### src/rtl/ov7670_cfg_pkg.sv
// Shared definitions for the OV7670 configuration sequencer: ROM control words,
// the sequencer state encoding and the delay-length helper.
package ov7670_cfg_pkg;

    localparam logic [15:0] CFG_END   = 16'hFFFF;
    localparam logic [15:0] CFG_DELAY = 16'hFFF0;

    typedef enum logic [3:0] {
        IDLE,
        FETCH,
        WAIT_ROM,
        DECODE,
        REQ,
        WAIT_DONE,
        DELAY,
        ADVANCE,
        FINISH
    } cfg_state_t;

    function automatic int unsigned delay_cycles(input int unsigned clk_freq,
                                                 input int unsigned delay_ms);
        return clk_freq / 1000 * delay_ms;
    endfunction

endpackage

### src/rtl/cfg_delay_timer.sv
// Loadable down-counter for the FFF0 settle delay. load presets CYCLES-1, en counts
// down one per cycle, and zero flags the final cycle of the dwell.
module cfg_delay_timer #(
    parameter int unsigned CYCLES = 1000
) (
    input  logic clk,
    input  logic rst,
    input  logic load,
    input  logic en,
    output logic zero
);

    localparam int unsigned W = (CYCLES > 1) ? $clog2(CYCLES) : 1;
    localparam logic [W-1:0] LOAD_VAL = W'(CYCLES - 1);

    logic [W-1:0] cnt_q, cnt_d;

    always_comb begin
        cnt_d = cnt_q;
        if (load) begin
            cnt_d = LOAD_VAL;
        end else if (en && (cnt_q != '0)) begin
            cnt_d = cnt_q - 1'b1;
        end
    end

    always_ff @(posedge clk) begin
        if (rst) begin
            cnt_q <= '0;
        end else begin
            cnt_q <= cnt_d;
        end
    end

    assign zero = (cnt_q == '0);

endmodule

### src/rtl/ov7670_config_sequencer.sv
// Walks the OV7670 init ROM from address 0 and issues each register write to the SCCB
// master. Define OV7670_CFG_NACK_RETRY_EN to retry NACKed writes up to MAX_RETRY times.
module ov7670_config_sequencer
    import ov7670_cfg_pkg::*;
#(
    parameter int unsigned CLK_FREQ  = 25_000_000,
    parameter int unsigned DELAY_MS  = 10,
    parameter int unsigned MAX_RETRY = 3
) (
    input  logic        clk,
    input  logic        rst,
    input  logic        start,
    output logic [7:0]  rom_addr,
    input  logic [15:0] rom_dout,
    output logic        sccb_valid,
    input  logic        sccb_ready,
    output logic [7:0]  sccb_reg,
    output logic [7:0]  sccb_data,
    input  logic        sccb_done,
    input  logic        sccb_nack,
    output logic        busy,
    output logic        done,
    output logic        error
);

    localparam int unsigned DELAY_CYCLES = delay_cycles(CLK_FREQ, DELAY_MS);

    cfg_state_t  state_q, state_d;
    logic [7:0]  rom_addr_q, rom_addr_d;
    logic        sccb_valid_q, sccb_valid_d;
    logic [7:0]  sccb_reg_q, sccb_reg_d;
    logic [7:0]  sccb_data_q, sccb_data_d;
    logic        busy_q, busy_d;
    logic        done_q, done_d;
    logic        timer_load, timer_en, timer_zero;

`ifdef OV7670_CFG_NACK_RETRY_EN
    localparam int unsigned RW = (MAX_RETRY > 0) ? $clog2(MAX_RETRY + 1) : 1;
    localparam logic [RW-1:0] MAX_RETRY_W = RW'(MAX_RETRY);
    logic [RW-1:0] retry_q, retry_d;
    logic          error_q, error_d;
`else
    localparam int unsigned unused_max_retry = MAX_RETRY;
    logic unused_nack;
    assign unused_nack = sccb_nack;
`endif

    assign timer_en = (state_q == DELAY);

    cfg_delay_timer #(
        .CYCLES (DELAY_CYCLES)
    ) u_delay_timer (
        .clk  (clk),
        .rst  (rst),
        .load (timer_load),
        .en   (timer_en),
        .zero (timer_zero)
    );

    // Handshake: a request is offered by holding sccb_valid with stable reg/data;
    // it transfers on the rising edge where sccb_valid and sccb_ready are both 1.
    // Completion is the one-cycle sccb_done pulse, honoured only in WAIT_DONE.
    always_comb begin
        state_d      = state_q;
        rom_addr_d   = rom_addr_q;
        sccb_valid_d = sccb_valid_q;
        sccb_reg_d   = sccb_reg_q;
        sccb_data_d  = sccb_data_q;
        busy_d       = busy_q;
        done_d       = done_q;
        timer_load   = 1'b0;
`ifdef OV7670_CFG_NACK_RETRY_EN
        retry_d      = retry_q;
        error_d      = error_q;
`endif
        case (state_q)
            IDLE: begin
                if (start) begin
                    state_d    = FETCH;
                    rom_addr_d = 8'd0;
                    busy_d     = 1'b1;
                    done_d     = 1'b0;
`ifdef OV7670_CFG_NACK_RETRY_EN
                    retry_d    = '0;
                    error_d    = 1'b0;
`endif
                end
            end
            FETCH:    state_d = WAIT_ROM;
            WAIT_ROM: state_d = DECODE;
            DECODE: begin
                if (rom_dout == CFG_END) begin
                    state_d = FINISH;
                end else if (rom_dout == CFG_DELAY) begin
                    timer_load = 1'b1;
                    state_d    = DELAY;
                end else begin
                    sccb_reg_d   = rom_dout[15:8];
                    sccb_data_d  = rom_dout[7:0];
                    sccb_valid_d = 1'b1;
                    state_d      = REQ;
                end
            end
            REQ: begin
                if (sccb_ready) begin
                    sccb_valid_d = 1'b0;
                    state_d      = WAIT_DONE;
                end
            end
            WAIT_DONE: begin
                if (sccb_done) begin
`ifdef OV7670_CFG_NACK_RETRY_EN
                    if (!sccb_nack) begin
                        state_d = ADVANCE;
                    end else if (retry_q < MAX_RETRY_W) begin
                        retry_d      = retry_q + 1'b1;
                        sccb_valid_d = 1'b1;
                        state_d      = REQ;
                    end else begin
                        error_d = 1'b1;
                        state_d = FINISH;
                    end
`else
                    state_d = ADVANCE;
`endif
                end
            end
            DELAY: begin
                if (timer_zero) begin
                    state_d = ADVANCE;
                end
            end
            ADVANCE: begin
`ifdef OV7670_CFG_NACK_RETRY_EN
                retry_d = '0;
`endif
                // Address 255 is the last word; the sequence never wraps to 0.
                if (rom_addr_q == 8'hFF) begin
                    state_d = FINISH;
                end else begin
                    rom_addr_d = rom_addr_q + 8'd1;
                    state_d    = FETCH;
                end
            end
            FINISH: begin
                busy_d  = 1'b0;
                done_d  = 1'b1;
                state_d = IDLE;
            end
            default: state_d = IDLE;
        endcase
    end

    always_ff @(posedge clk) begin
        if (rst) begin
            state_q      <= IDLE;
            rom_addr_q   <= 8'd0;
            sccb_valid_q <= 1'b0;
            sccb_reg_q   <= 8'd0;
            sccb_data_q  <= 8'd0;
            busy_q       <= 1'b0;
            done_q       <= 1'b0;
`ifdef OV7670_CFG_NACK_RETRY_EN
            retry_q      <= '0;
            error_q      <= 1'b0;
`endif
        end else begin
            state_q      <= state_d;
            rom_addr_q   <= rom_addr_d;
            sccb_valid_q <= sccb_valid_d;
            sccb_reg_q   <= sccb_reg_d;
            sccb_data_q  <= sccb_data_d;
            busy_q       <= busy_d;
            done_q       <= done_d;
`ifdef OV7670_CFG_NACK_RETRY_EN
            retry_q      <= retry_d;
            error_q      <= error_d;
`endif
        end
    end

    assign rom_addr   = rom_addr_q;
    assign sccb_valid = sccb_valid_q;
    assign sccb_reg   = sccb_reg_q;
    assign sccb_data  = sccb_data_q;
    assign busy       = busy_q;
    assign done       = done_q;
`ifdef OV7670_CFG_NACK_RETRY_EN
    assign error      = error_q;
`else
    assign error      = 1'b0;
`endif

endmodule

### config.mk
export PLATFORM = sky130hd
export DESIGN_NAME = ov7670_config_sequencer
export DESIGN_NICKNAME = d
export VERILOG_FILES = /design/src/rtl/ov7670_cfg_pkg.sv /design/src/rtl/cfg_delay_timer.sv /design/src/rtl/ov7670_config_sequencer.sv
export SDC_FILE = /design/constraint.sdc
export NUM_CORES = 1
export LEC_CHECK = 0
export ABC_CLOCK_PERIOD_IN_PS = 1780
export BUFFER_PORTS_ARGS = -buffer_cell sky130_fd_sc_hd__buf_4
export CAP_MARGIN = 0
export CORE_UTILIZATION = 40
export CTS_CLUSTER_SIZE = 14
export DETAILED_ROUTE_END_ITERATION = 10
export GPL_TIMING_DRIVEN = 0
export PLACE_DENSITY = 0.62
export SYNTH_ARGS = -nofsm -noshare
export SYNTH_HDL_FRONTEND = slang
export SYNTH_SLANG_ARGS = --single-unit
export TNS_END_PERCENT = 50
### constraint.sdc
create_clock -name clk -period 1.78 [get_ports clk]
set_input_delay 0.178 -clock clk [delete_from_list [all_inputs] [get_ports clk]]
set_output_delay 0.178 -clock clk [all_outputs]
set_load 0.03 [all_outputs]
### After elaboration in Yosys (flattened, before gate mapping)

Cells that the tools add are included.

| word-level totals | value |
|---|---|
| word-level logic and storage cells | 69 |
| bits in registers | 49 |
| input port bits | 22 |

| cells by class | value |
|---|---|
| reduce and logical (&&, ||, !) cells | 14 |
| equal/unequal tests | 18 |
| add/sub/neg operators | 2 |
| bitwise logic cells | 2 |
| muxes and demuxes | 24 |

Operator list:

| kind | count |
|---|---|
| $mux 18 | 2 |
| $eq 16x16->1 const B | 2 |
| $pmux 4 s8 | 1 |
| $mux 4 | 6 |
| $logic_not 18->1 | 1 |
| $reduce_bool 18->1 | 1 |
| $sub 18x1->18 const B | 1 |
| $eq 4x3->1 const B | 4 |
| $mux 8 | 2 |
| $pmux 8 s2 | 1 |
| $ne 2x2->1 const B | 7 |
| $add 8x1->8 const B | 1 |
| $eq 4x2->1 const B | 2 |
| $eq 8x8->1 const B | 1 |
| $mux 1 | 8 |
| $reduce_and 4->1 | 2 |
| $reduce_bool 2->1 | 4 |
| $pmux 1 s2 | 3 |
| $reduce_and 3->1 | 2 |
| $eq 4x1->1 const B | 1 |
| $eq 4x4->1 const B | 1 |
| $logic_not 4->1 | 1 |
| $mux 2 | 1 |
| $not 1->1 | 2 |
| other kinds (3) | 3 |

### Depth between registers and ports, before layout

Gate-level depths: netlist (run 1).

| logic depth | value |
|---|---|
| depth in word-level cells | 5 |
| gate-level depth with buffers | 8 |
| gate-level depth less buffers | 7 |

### Hierarchy

Synthesis (run 1) repeated with hierarchy kept, for this count alone.

| second synthesis, totals | value |
|---|---|
| cells, all modules | 290 |
| area total of the unflattened synthesis | 2482.4 um^2 |

By module, submodules not included:

| module | area an instance (um^2) | instances | seq. area each (um^2) | cells each |
|---|---|---|---|---|
| ov7670_config_sequencer | 1467.7 | 1 | 620.6 | 171 |
| cfg_delay_timer | 1014.7 | 1 | 360.3 | 119 |

### Least setup slack after synthesis (run 1)

No wires, ideal clock.

| timing | value |
|---|---|
| path type | reg2reg |
| start | reg u_delay_timer.cnt_q[1] |
| end | reg u_delay_timer.cnt_q[6] |
| stages on the path, launching flop included | 9 |
| data arrival time | 1.717 ns |
| clock period less this slack | 1.841 ns |
| slack | -0.061 ns |
| required time | 1.656 ns |
| path through | dfxtp_1 inv_1 ha_1 nor3b_1 and2_1 clkbuf_1 a2111oi_0 xnor2_1 nor2_1 |

| between the ends | value |
|---|---|
| cells in the longest elaborated chain, start to end | 2 |

Ends and longest elaborated chain:

| element | RTL line | text |
|---|---|---|
| start, declared | cfg_delay_timer.sv:16 | `logic [W-1:0] cnt_q, cnt_d;` |
| start signal, assigned | cfg_delay_timer.sv:31 | `cnt_q <= cnt_d;` |
| branches (longest 2 deep; another with $sub 18x1->18) | - |  |

Parallel ways; which one is timed is not known.
A chain may end at the register's enable or synchronous reset.

### Worst setup path after layout (run 1)

| timing | value |
|---|---|
| start | reg u_delay_timer.cnt_q[4] |
| end | reg u_delay_timer.cnt_q[15] |

| between the ends | value |
|---|---|
| cells in the longest elaborated chain, start to end | 3 |

Ends and longest elaborated chain:

| element | RTL line | text |
|---|---|---|
| $sub 18x1->18 or $reduce_bool 18->1 (tied branches) | cfg_delay_timer.sv:23, cfg_delay_timer.sv:22 |  |
| $mux 18 or $logic_and 1x1->1 (tied branches) | cfg_delay_timer.sv:22 | `end else if (en && (cnt_q != '0)) begin` |
| $mux 18 or $reduce_bool 2->1 (tied branches) | - |  |

Parallel ways exist; a longest one is shown, timed or not. The select of a mux whose other input is x is not followed.

==> impl_results.md, run 1 <==
* Run status: finished, violations left
* Failing checks: negative setup slack
* Unique cell type count in the Yosys netlist at 48
* Delay contributed by the slowest stage of the critical path at 0.40 ns
* Clock H-tree levels at 2
* Fin cells at about 400
* Rel. slew slack at 61.94%
* Wire length of the first global-routing pass at approximately 9700 um
* Number of buffers on the longest clock path at 2
* Vias after detailed routing at 2177
* Final weighted congestion in routability-driven placement at 0.8505
* Portion of the post-synthesis area used by sequential elements at 41.48%
* Area of the die at 6224 um^2
* Vertical die dimension at 78.89 um
* Post-synthesis instance total at 271
* Area of the core at roughly 5600 um^2
* Nets@finish at 363
* Total of max-cap violations at 0
* Antenna diode instance count at 0
* Worst clock skew at 0.007054 ns
* Area grow syn2layout at 36.14%
* Pwr per Cell Area at 684.9 nW/um^2
* Crit path setup slack, layout at -0.1411 ns
* Reg2reg start: u_delay_timer.cnt_q[4]
* Final Cycle Share at 107.9%
* Clock slew at the register clock pins of the worst setup and hold paths at 0.09 ns
* Area of the mapped netlist at 2365 um^2
* Hold Slack at between 0.07 and 0.08 ns
* Antenna violations before repair at 0
* Multi-input gate area in the final layout at 1453 um^2
* Max reg flops at 18
* Vias/cell at 5.297
* Starting DRT DRC Count at between 100 and 150
* Final setup violation count at 15
* Clock Tree Root: sky130_fd_sc_hd__clkbuf_8
* CP required at 2.01 ns
* Final worst path period need at ~1.9 ns
* Critical path arrival at 2.15 ns
* Clock latency of the later-clocked register in the worst-skew pair at 0.31 ns
* Layout fillers at approximately 550
* Worst setup path startpoint: u_delay_timer.cnt_q[4]
* Per-instance average area after synthesis at 8.726 um^2
* Total GRT Usage at 19.67%
* Worst Setup End Kind: flop
* Worst path bufs/invs at 0
* Library cell contributing the largest single delay on the critical path: sky130_fd_sc_hd__dfxtp_1
* Max Freq at 0.5205 GHz
* HPWL after DPL at 3818 um
* Count of synthesis-stage warnings from yosys at 0
* Classification of the worst-slack hold path: input port to flop
* Cell family contributing the most delay on the critical path: simple AND/OR/NAND/NOR gates
* Synthesized net count at 296
* Largest net degree at the start of global routing at 16
* Register bit count reported by yosys at 49
* Largest Register: u_delay_timer.cnt_q
* CTS tree: built
* Power consumption at about 2.2 mW
* Class of the most critical setup path: flop to flop
* Total congestion overflow at 0
* Port buffer count at between 40 and 50
* Routed WL at 5737 um
* Count of antenna-violating nets left after detailed routing at 0
* Via count of the first global-routing pass at about 2100
* Slew @ Worst Pin at 0.5709 ns
* Share of Yosys cell area claimed by the top area cell type at 41.48%
* Count of placed standard cells including taps at slightly below 400
* Routed WL per cell at roughly 14 um
* Horizontal die dimension at 78.89 um
* Ranking of synthesized cells by area: sky130_fd_sc_hd__dfxtp_1 41%, sky130_fd_sc_hd__mux2i_1 7.2%, sky130_fd_sc_hd__nor2_1 7.1%, sky130_fd_sc_hd__xnor2_1 5.9%, sky130_fd_sc_hd__a21oi_1 3.2%
* Highest fanout seen on the critical path at 6
* Kind of start point of the critical path: flop
* Leakage power of the design at ~1.2 nW
* Largest voltage drop on the vdd net at 0.0003333 V
* Detailed-router iteration count before antenna repair at 4
* Setup TNS at -0.8858 ns
* Boundary pin count at 50
* Number of endpoints with negative hold slack in the final report at 0
* CTS Sinks at 49
* Number of clock buffers inserted by TritonCTS at 5
* Share of post-route cells with drive strength above 1 at 34.51%
* Remaining DRCs at 0
* RSZ-0062 raised after global routing: true
* Source of the worst hold timing path: sccb_ready
* Post-synthesis cell type with the largest combined area: sky130_fd_sc_hd__dfxtp_1
* Sequential standard cell area at roughly 1000 um^2
* Number of pins exceeding their max-slew limit in the final report at 0
* Placement row count at 27
* Initial core utilization at ~42%
* Ordered cell list for the critical path: nor4_2 > nand4_1 > or3_1 > or3b_1 > a31oi_1
where the power goes:
| group | internal (mW) | total (mW) | switching [mW] | leakage, nW |
|---|---|---|---|---|
| logic | 0.178 | 0.400 | 0.222 | 0.755 |
| registers | 1.12 | 1.15 | 0.0217 | 0.402 |
| clock network | 0.272 | 0.659 | 0.387 | 0.0439 |
| total | 1.57 | 2.21 | 0.630 | 1.20 |
stage by stage:
step	util (%)	setup slack, ns	instance area, um^2
floorplan	-	-0.01239	2366
detailed placement	49.96	-0.3307	2801
global placement	49.96	-0.3202	2801
global route	57.41	-0.2325	3219
CTS	55.91	-0.08056	3136
finish	57.41	-0.1411	3219
metal layers:
layer / wire length, um / up-vias / GRT usage (%) / share of wire (%)
met5: 0 / - / 0 / 0
met4: 97 / 0 / 8.000 / 1.7
met3: 281 / 9 / 5.057 / 4.9
met2: 2601 / 60 / 31.13 / 45
met1: 2756 / 1017 / 25.43 / 48
li1: - / 1091 / - / -
Yosys cell counts (all sizes together):
master,count
a311oi,1
o31ai,1
a211oi,5
xnor2,16
a21boi,4
mux2i,17
nor3b,1
a2111oi,2
o211ai,1
nand4,8
xor2,5
or3b,2
buf,8
nor4b,1
nor4,7
or3,3
nand2b,4
a22oi,1
nor2,45
and4,2
nand4bb,1
and2,2
clkbuf,8
or2,4
a21o,1
dfxtp,49
and4b,1
nand3,12
nand2,13
ha,3
o21a,1
and3,2
or4,3
and4bb,1
inv,3
nor3,8
a21oi,15
nor2b,1
a31oi,4
conb,1
o21ai,4
worst paths after layout:
check                                               end  slack (ns)  cells past startpoint
worst max register to register  u_delay_timer.cnt_q[15]       -0.14                      5
worst max-delay path            u_delay_timer.cnt_q[15]       -0.14                      5
worst min-delay path                         sccb_valid        0.08                      2
worst min register to register             sccb_data[3]        0.50                      2
cell usage in the layout, fill, tap and decap left out, types with 8 or more instances in the layout:
| master | instances |
|---|---|
| sky130_fd_sc_hd__xnor2_1 | 16 |
| sky130_fd_sc_hd__dfxtp_1 | 38 |
| sky130_fd_sc_hd__dfxtp_2 | 8 |
| sky130_fd_sc_hd__a21oi_1 | 12 |
| sky130_fd_sc_hd__nand3_1 | 12 |
| sky130_fd_sc_hd__nand2_1 | 13 |
| sky130_fd_sc_hd__buf_4 | 64 |
| sky130_fd_sc_hd__mux2i_1 | 17 |
| sky130_fd_sc_hd__nand4_1 | 8 |
| sky130_fd_sc_hd__nor2_1 | 45 |
layout make-up:
type,count,area share (%)
clock inverter,3,0.5441
multi-input combinational,203,45.12
timing repair buffer,62,14.46
buffer,14,3.459
inverter,3,0.3498
sequential,49,31.13
tap,72,2.798
clock buffer,5,2.138
timing repair:
| action | in CTS | in global routing |
|---|---|---|
| resized for setup | 41 | 16 |
| gates cloned | 1 | 0 |
| setup buffers | 12 | 3 |
| pin swaps | 19 | 14 |
| endpoints found under the setup margin | 33 | 36 |
| hold buffers | 0 | 0 |
worst register-to-register path: stages, from the launching register on:
cell and delay [ns]:
sky130_fd_sc_hd__dfxtp_1 0.40, sky130_fd_sc_hd__nor4_2 0.32, sky130_fd_sc_hd__nand4_1 0.20, sky130_fd_sc_hd__or3_1 0.40, sky130_fd_sc_hd__or3b_1 0.35, sky130_fd_sc_hd__a31oi_1 0.17
logic make-up (layout without fill, tap and decap cells):
kind of cell,after synthesis,after routing,synth area share [%]
AOI/OAI and AO/OA,40,40,10.64
xor gates and xnor gates,21,21,7.778
other,1,1,0.1586
and+or+nand+nor,121,121,27.41
adders and majority gates,3,3,1.587
DFF,49,49,41.48
buffers and inverters,19,87,3.756
muxes,17,17,7.196
Note: power is estimated with default switching activity, not from simulation.
==> run 2: changes to the inputs <==
--- a/config.mk
+++ b/config.mk
@@ -9,6 +9,7 @@
 export BUFFER_PORTS_ARGS = -buffer_cell sky130_fd_sc_hd__buf_4
 export CAP_MARGIN = 0
 export CORE_UTILIZATION = 40
+export CTS_BUF_LIST = sky130_fd_sc_hd__clkbuf_4
 export CTS_CLUSTER_SIZE = 14
 export DETAILED_ROUTE_END_ITERATION = 10
 export GPL_TIMING_DRIVEN = 0
==> run 2 against run 1 <==
Compared with the run above: the flow still finishes with violations (negative setup slack); final area decreased by 0.19%; critical path depth increased by 1; flip-flop and latch count unchanged; wire length decreased by 2.1%.
==> impl_results.md, run 2 (synthesis gave the netlist of run 1 again) <==
* Run status: finished, violations left
* Failing checks: negative setup slack
* Antenna diode instance count at 0
* Vertical die dimension at 78.89 um
* Area of the core at between 5000 and 6000 um^2
* RSZ-0062 raised after global routing: true
* Number of buffers on the longest clock path at 2
* Power consumption at between 2 and 2.5 mW
* Proportion of total power due to net switching at between 20% and 30%
* Rel. slew slack at 62.62%
* Area of the die at 6224 um^2
* Combinational fraction of design power at 19.5%
* Share of post-route cells with drive strength above 1 at around 34%
* Pwr per Cell Area at 646.5 nW/um^2
* GRT met3 Usage at about 5%
* Count of antenna-violating nets left after detailed routing at 0
* Final core utilization at 57.30%
* Classification of the worst-slack hold path: input port to flop
* Leading cell type in the layout, fill and taps excluded: sky130_fd_sc_hd__buf_4
* Worst setup timing slack at the placement stage at -0.3307 ns
* Number of endpoints with negative hold slack in the final report at 0
* Ordered cell list for the critical path: or4_4 > nor4_4 > buf_6 > a21o_1 > xnor2_1 > a21oi_1
* Switching pwr at 0.6129 mW
* Routed WL per cell at roughly 14 um
* Initial core utilization at between 40% and 50%
* CP required at 2.03 ns
* Largest Register: u_delay_timer.cnt_q
* Boundary pin count at 50
* Met1 usage at 25.57%
* Clock slew at the register clock pins of the worst setup and hold paths at ~0.14 ns
* Nets@finish at 366
* Final worst path period need at about 1.9 ns
* Wire length of the first global-routing pass at roughly 9700 um
* Number of clock buffers inserted by TritonCTS at 5
* Global routing met2 resource utilization at a little under a third
* CTS tree: built
* Leakage power of the design at 1.205 nW
* Port buffer count at 46
* Antenna violations before repair at 0
* Total of max-cap violations at 0
* Via count of the first global-routing pass at 2096
* CTS Sinks at 49
* Worst setup path startpoint: u_delay_timer.cnt_q[5]
* Remaining DRCs at 0
* Total congestion overflow at 0
* Vias after detailed routing at 2200
* Largest voltage drop on the vdd net at roughly 0.00033 V
* Kind of start point of the critical path: flop
* Class of the most critical setup path: flop to flop
* Leading cell types in the layout, fill and taps excluded: 64 x sky130_fd_sc_hd__buf_4, 45 x sky130_fd_sc_hd__nor2_1, 38 x sky130_fd_sc_hd__dfxtp_1
* Total GRT Usage at 19.55%
* Critical path arrival at 2.15 ns
* Library cell contributing the largest single delay on the critical path: sky130_fd_sc_hd__or4_4
* Internal power contribution at 1.464 mW
* Max reg flops at 18
* Placement row count at 27
* Clock network power share at between 20% and 30%
* Worst Setup End Kind: flop
* Reg2reg start: u_delay_timer.cnt_q[5]
* Max Freq at roughly 0.53 GHz
* Vias/cell at 5.314
* Detailed-router iteration count before antenna repair at 4
* HPWL after DPL at 3818 um
* Horizontal die dimension at approximately 79 um
* Crit path setup slack, layout at -0.1217 ns
* Setup TNS at -1.213 ns
* Number of pins exceeding their max-slew limit in the final report at 0
* Worst clock skew at about 0.019 ns
* Highest fanout seen on the critical path at 6
* Busiest grt layer: met2
* Clock latency of the later-clocked register in the worst-skew pair at 0.38 ns
* Clock H-tree levels at 2
* Clock Tree Root: sky130_fd_sc_hd__clkbuf_4
* Final weighted congestion in routability-driven placement at 0.8505
* Final Cycle Share at 106.8%
* Sequential group share of total power at 55.3%
* Routed WL at 5615 um
* Starting DRT DRC Count at 110
* Delay contributed by the slowest stage of the critical path at between 0.5 and 0.6 ns
* Area grow syn2layout at 35.87%
* Slew @ Worst Pin at 0.5607 ns
* Final setup violation count at 17
* Largest net degree at the start of global routing at 16
* Source of the worst hold timing path: rom_dout[11]
-- run 2: cell types whose count changed in the layout (fill, tap and decap cells not counted), moves of 2 or more --
cell / delta
sky130_fd_sc_hd__clkbuf_8: -5
sky130_fd_sc_hd__buf_6: +2
sky130_fd_sc_hd__clkbuf_4: +5
sky130_fd_sc_hd__inv_1: +2
sky130_fd_sc_hd__inv_2: -2
-- run 2: area by class of cell --
type | count | area (um^2)
Fill cell | 540 | 2395
Multi-Input combinational cell | 203 | 1443
Sequential cell | 49 | 999.7
Timing Repair Buffer | 64 | 486.7
Buffer | 15 | 127.6
Tap cell | 72 | 90.09
Clock buffer | 5 | 37.54
Clock inverter | 3 | 17.52
Inverter | 3 | 11.26
-- run 2: path summary, 6_finish.rpt --
path	slack (ns)	cells past startpoint	endpoint
worst max-delay path	-0.12	6	u_delay_timer.cnt_q[0]
worst min-delay path	0.04	3	sccb_reg[3]
worst max register to register	-0.12	6	u_delay_timer.cnt_q[0]
worst min register to register	0.51	2	sccb_data[3]
-- run 2: per-layer routing --
metal / up-vias / routed length (um)
met5: - / 0
met4: 0 / 59
met3: 6 / 285
met2: 57 / 2564
met1: 1036 / 2706
li1: 1101 / -
-- run 2: stage by stage --
step	area, um^2	cells	hold WS, ns
2_1_floorplan	2366	271	0.2870
3_3_place_gp	2801	389	0.3994
3_5_place_dp	2801	389	0.3963
4_1_cts	3143	411	0.02826
5_1_grt	3213	414	0.02395
6_report	3213	414	0.03828
-- run 2: repair_timing --
item	CTS	global route
setup buffers	13	3
pin swaps	20	12
hold buffers	1	0
hold endpoints to repair	1	0
endpoints found under the setup margin	33	35
gates cloned	1	0
resized for setup	48	11
-- run 2: critical path, delay by kind of cell (launching register included) --
kind	cells	cell delay (ns)
compound gates	2	0.22
xor+xnor	1	0.12
buf+inv	1	0.18
flops	1	0.40
simple gates	2	0.86
-- run 2: power by group through the flow --
stage / logic (mW) / clock network (mW) / registers, mW
6_report: 0.406 / 0.523 / 1.15
3_5_place_dp: 0.328 / 0 / 1.17
5_1_grt: 0.440 / 0.578 / 1.15
4_1_cts: 0.378 / 0.537 / 1.15
2_1_floorplan: 0.180 / 0 / 1.20
3_3_place_gp: 0.325 / 0 / 1.17
==> run 3: changes to the inputs <==
--- a/config.mk
+++ b/config.mk
@@ -8,12 +8,12 @@
 export ABC_CLOCK_PERIOD_IN_PS = 1780
 export BUFFER_PORTS_ARGS = -buffer_cell sky130_fd_sc_hd__buf_4
 export CAP_MARGIN = 0
-export CORE_UTILIZATION = 40
+export CORE_UTILIZATION = 42
 export CTS_BUF_LIST = sky130_fd_sc_hd__clkbuf_4
 export CTS_CLUSTER_SIZE = 14
 export DETAILED_ROUTE_END_ITERATION = 10
 export GPL_TIMING_DRIVEN = 0
-export PLACE_DENSITY = 0.62
+export PLACE_DENSITY = 0.64
 export SYNTH_ARGS = -nofsm -noshare
 export SYNTH_HDL_FRONTEND = slang
 export SYNTH_SLANG_ARGS = --single-unit
==> run 3 against run 2 <==
Compared with the run above: flip-flop and latch count unchanged; largest cell class unchanged; first-iteration DRC count fell by 12%; sequential power hardly changed; clock-buffer cell count is the same; worst hold slack improved by 0.0063 ns; largest power group unchanged; the flow still finishes with violations (negative setup slack); global-route usage grew 0.67 points; clock power rose by 55%; wire length rose by 1.8%; final area rose by 0.16%; final cell count down 1.7%.
==> impl_results.md, run 3 (synthesis gave the netlist of run 1 again) <==
* Placement row count at 26
* Failing checks: negative setup slack
* Crit path setup slack, layout at -0.1652 ns
* Leading cell types in the layout, fill and taps excluded: 61 x sky130_fd_sc_hd__buf_4, 45 x sky130_fd_sc_hd__nor2_1, 36 x sky130_fd_sc_hd__dfxtp_1
* Total congestion overflow at 0
* Worst setup path startpoint: u_delay_timer.cnt_q[3]
* Reg2reg start: u_delay_timer.cnt_q[3]
* Detailed-router iteration count before antenna repair at 4
* Total GRT Usage at 20.21%
* Count of antenna-violating nets left after detailed routing at 0
* FF-to-FF path depth at 5
* RSZ-0062 raised after global routing: true
* Rel. slew slack at 63.82%
* Kind of start point of the critical path: flop
* CP required at 2.09 ns
* CTS Sinks at 49
* Last element of the critical path: u_delay_timer.cnt_q[15]
* Final core utilization at 61.06%
* Final worst path period need at about 1.9 ns
* Share of post-route cells with drive strength above 1 at 35.01%
* Highest fanout seen on the critical path at 5
* Antenna violations before repair at 0
* Max reg flops at 18
* Leakage power of the design at between 1 and 1.5 nW
* Classification of the worst-slack hold path: input port to flop
* End of the worst register-to-register path: u_delay_timer.cnt_q[15]
* Routed WL at 5717 um
* Slew @ Worst Pin at 0.5427 ns
* Class of the most critical setup path: flop to flop
* Setup TNS at -1.053 ns
* Worst Setup End Kind: flop
* Area of the die at about 5900 um^2
* Highest metal layer with signal wires: met4
* Critical path arrival at 2.25 ns
* Clock latency of the later-clocked register in the worst-skew pair at 0.37 ns
* Boundary pin count at 50
* Met2 Wirelength at 2564 um
* Final weighted congestion in routability-driven placement at 0.7712
* Horizontal die dimension at a little under 80 um
* Number of pins exceeding their max-slew limit in the final report at 0
* Wire length on met3 at ~330 um
* CTS tree: built
* Internal reg-to-reg setup slack at -0.17 ns
* Max Freq at 0.5141 GHz
* Final Cycle Share at 109.3%
* Clock Tree Root: sky130_fd_sc_hd__clkbuf_4
* Starting DRT DRC Count at 97
* Number of clock buffers inserted by TritonCTS at 5
* Final setup violation count at 17
* Routed WL per cell at 14.05 um
* Largest voltage drop on the vdd net at approximately 0.00044 V
* Clock H-tree levels at 2
* Number of buffers on the longest clock path at 2
* Nets@finish at 361
* Remaining DRCs at 0
* Number of endpoints with negative hold slack in the final report at 0
* Run status: finished, violations left
* Area grow syn2layout at 36.08%
* Initial core utilization at roughly 45%
* Pwr per Cell Area at 735.1 nW/um^2
* Worst clock skew at 0.01190 ns
* Clock slew at the register clock pins of the worst setup and hold paths at 0.15 ns
* Vias/cell at 5.307
* Met1 Routed Length at 2741 um
* Total of max-cap violations at 0
* Wire length of the first global-routing pass at 9742 um
* Largest Register: u_delay_timer.cnt_q
* Largest net degree at the start of global routing at 17
* Port buffer count at 46
* Vertical die dimension at 77.04 um
* Antenna diode instance count at 0
* Leading cell type in the layout, fill and taps excluded: sky130_fd_sc_hd__buf_4
* Area of the core at 5270 um^2
* Via count of the first global-routing pass at ~2100
* Vias after detailed routing at approximately 2200
* HPWL after DPL at 3789 um
-- run 3: worst min-delay path by stage --
stage | startpoint | endpoint | cells after the start
CTS | sccb_ready | sccb_valid | 2
finish | rom_dout[11] | sccb_reg[3] | 3
floorplan | sccb_ready | sccb_valid | 1
detailed placement | sccb_ready | sccb_valid | 2
global placement | sccb_ready | sccb_valid | 2
global route | rom_dout[9] | sccb_reg[1] | 3
-- run 3: metal layers --
| layer | vias to the layer above | track usage, % |
|---|---|---|
| met4 | 0 | 5.660 |
| li1 | 1084 | - |
| met1 | 997 | 27.47 |
| met3 | 11 | 5.357 |
| met5 | - | 0 |
| met2 | 68 | 31.43 |
-- run 3: cell type report --
| cell class | count | area [um^2] |
|---|---|---|
| fill | 499 | 2052 |
| multi-input combinational | 203 | 1445 |
| sequential | 49 | 1002 |
| timing repair buffer | 61 | 457.9 |
| buffer | 13 | 105.1 |
| tap | 70 | 87.58 |
| clock inverter | 3 | 68.82 |
| clock buffer | 5 | 37.54 |
| inverter | 3 | 13.76 |
-- run 3: power by group --
part / switching (mW) / leakage (nW) / internal (mW)
combinational: 0.213 / 0.754 / 0.184
clock: 0.369 / 0.0558 / 0.442
sequential: 0.0278 / 0.403 / 1.13
-- run 3: per-stage QoR --
step / hold slack (ns) / total power [mW] / cell area (um^2) / instances / setup slack, ns
after floorplan: 0.2870 / 1.381 / 2366 / 271 / -0.01239
after global placement: 0.4069 / 1.492 / 2799 / 387 / -0.3298
after detailed placement: 0.3972 / 1.493 / 2799 / 387 / -0.3202
after CTS: 0.006259 / 2.338 / 3097 / 402 / -0.1222
after global routing: 0.01662 / 2.478 / 3218 / 407 / -0.2259
final: 0.04459 / 2.366 / 3218 / 407 / -0.1652
-- run 3: repair_timing --
action	CTS	global route
hold buffers	0	1
setup buffers	7	6
endpoints found under the hold margin	0	1
pin swaps	14	19
resized for setup	38	23
setup endpoints to repair	33	36
cloned	1	0
-- run 3: critical path, stage by stage (launching register included) --
cell and delay (ns):
sky130_fd_sc_hd__dfxtp_1 0.40, sky130_fd_sc_hd__nor4_2 0.34, sky130_fd_sc_hd__nand4_1 0.23, sky130_fd_sc_hd__or3_1 0.37
sky130_fd_sc_hd__or3b_1 0.39, sky130_fd_sc_hd__a31oi_1 0.16
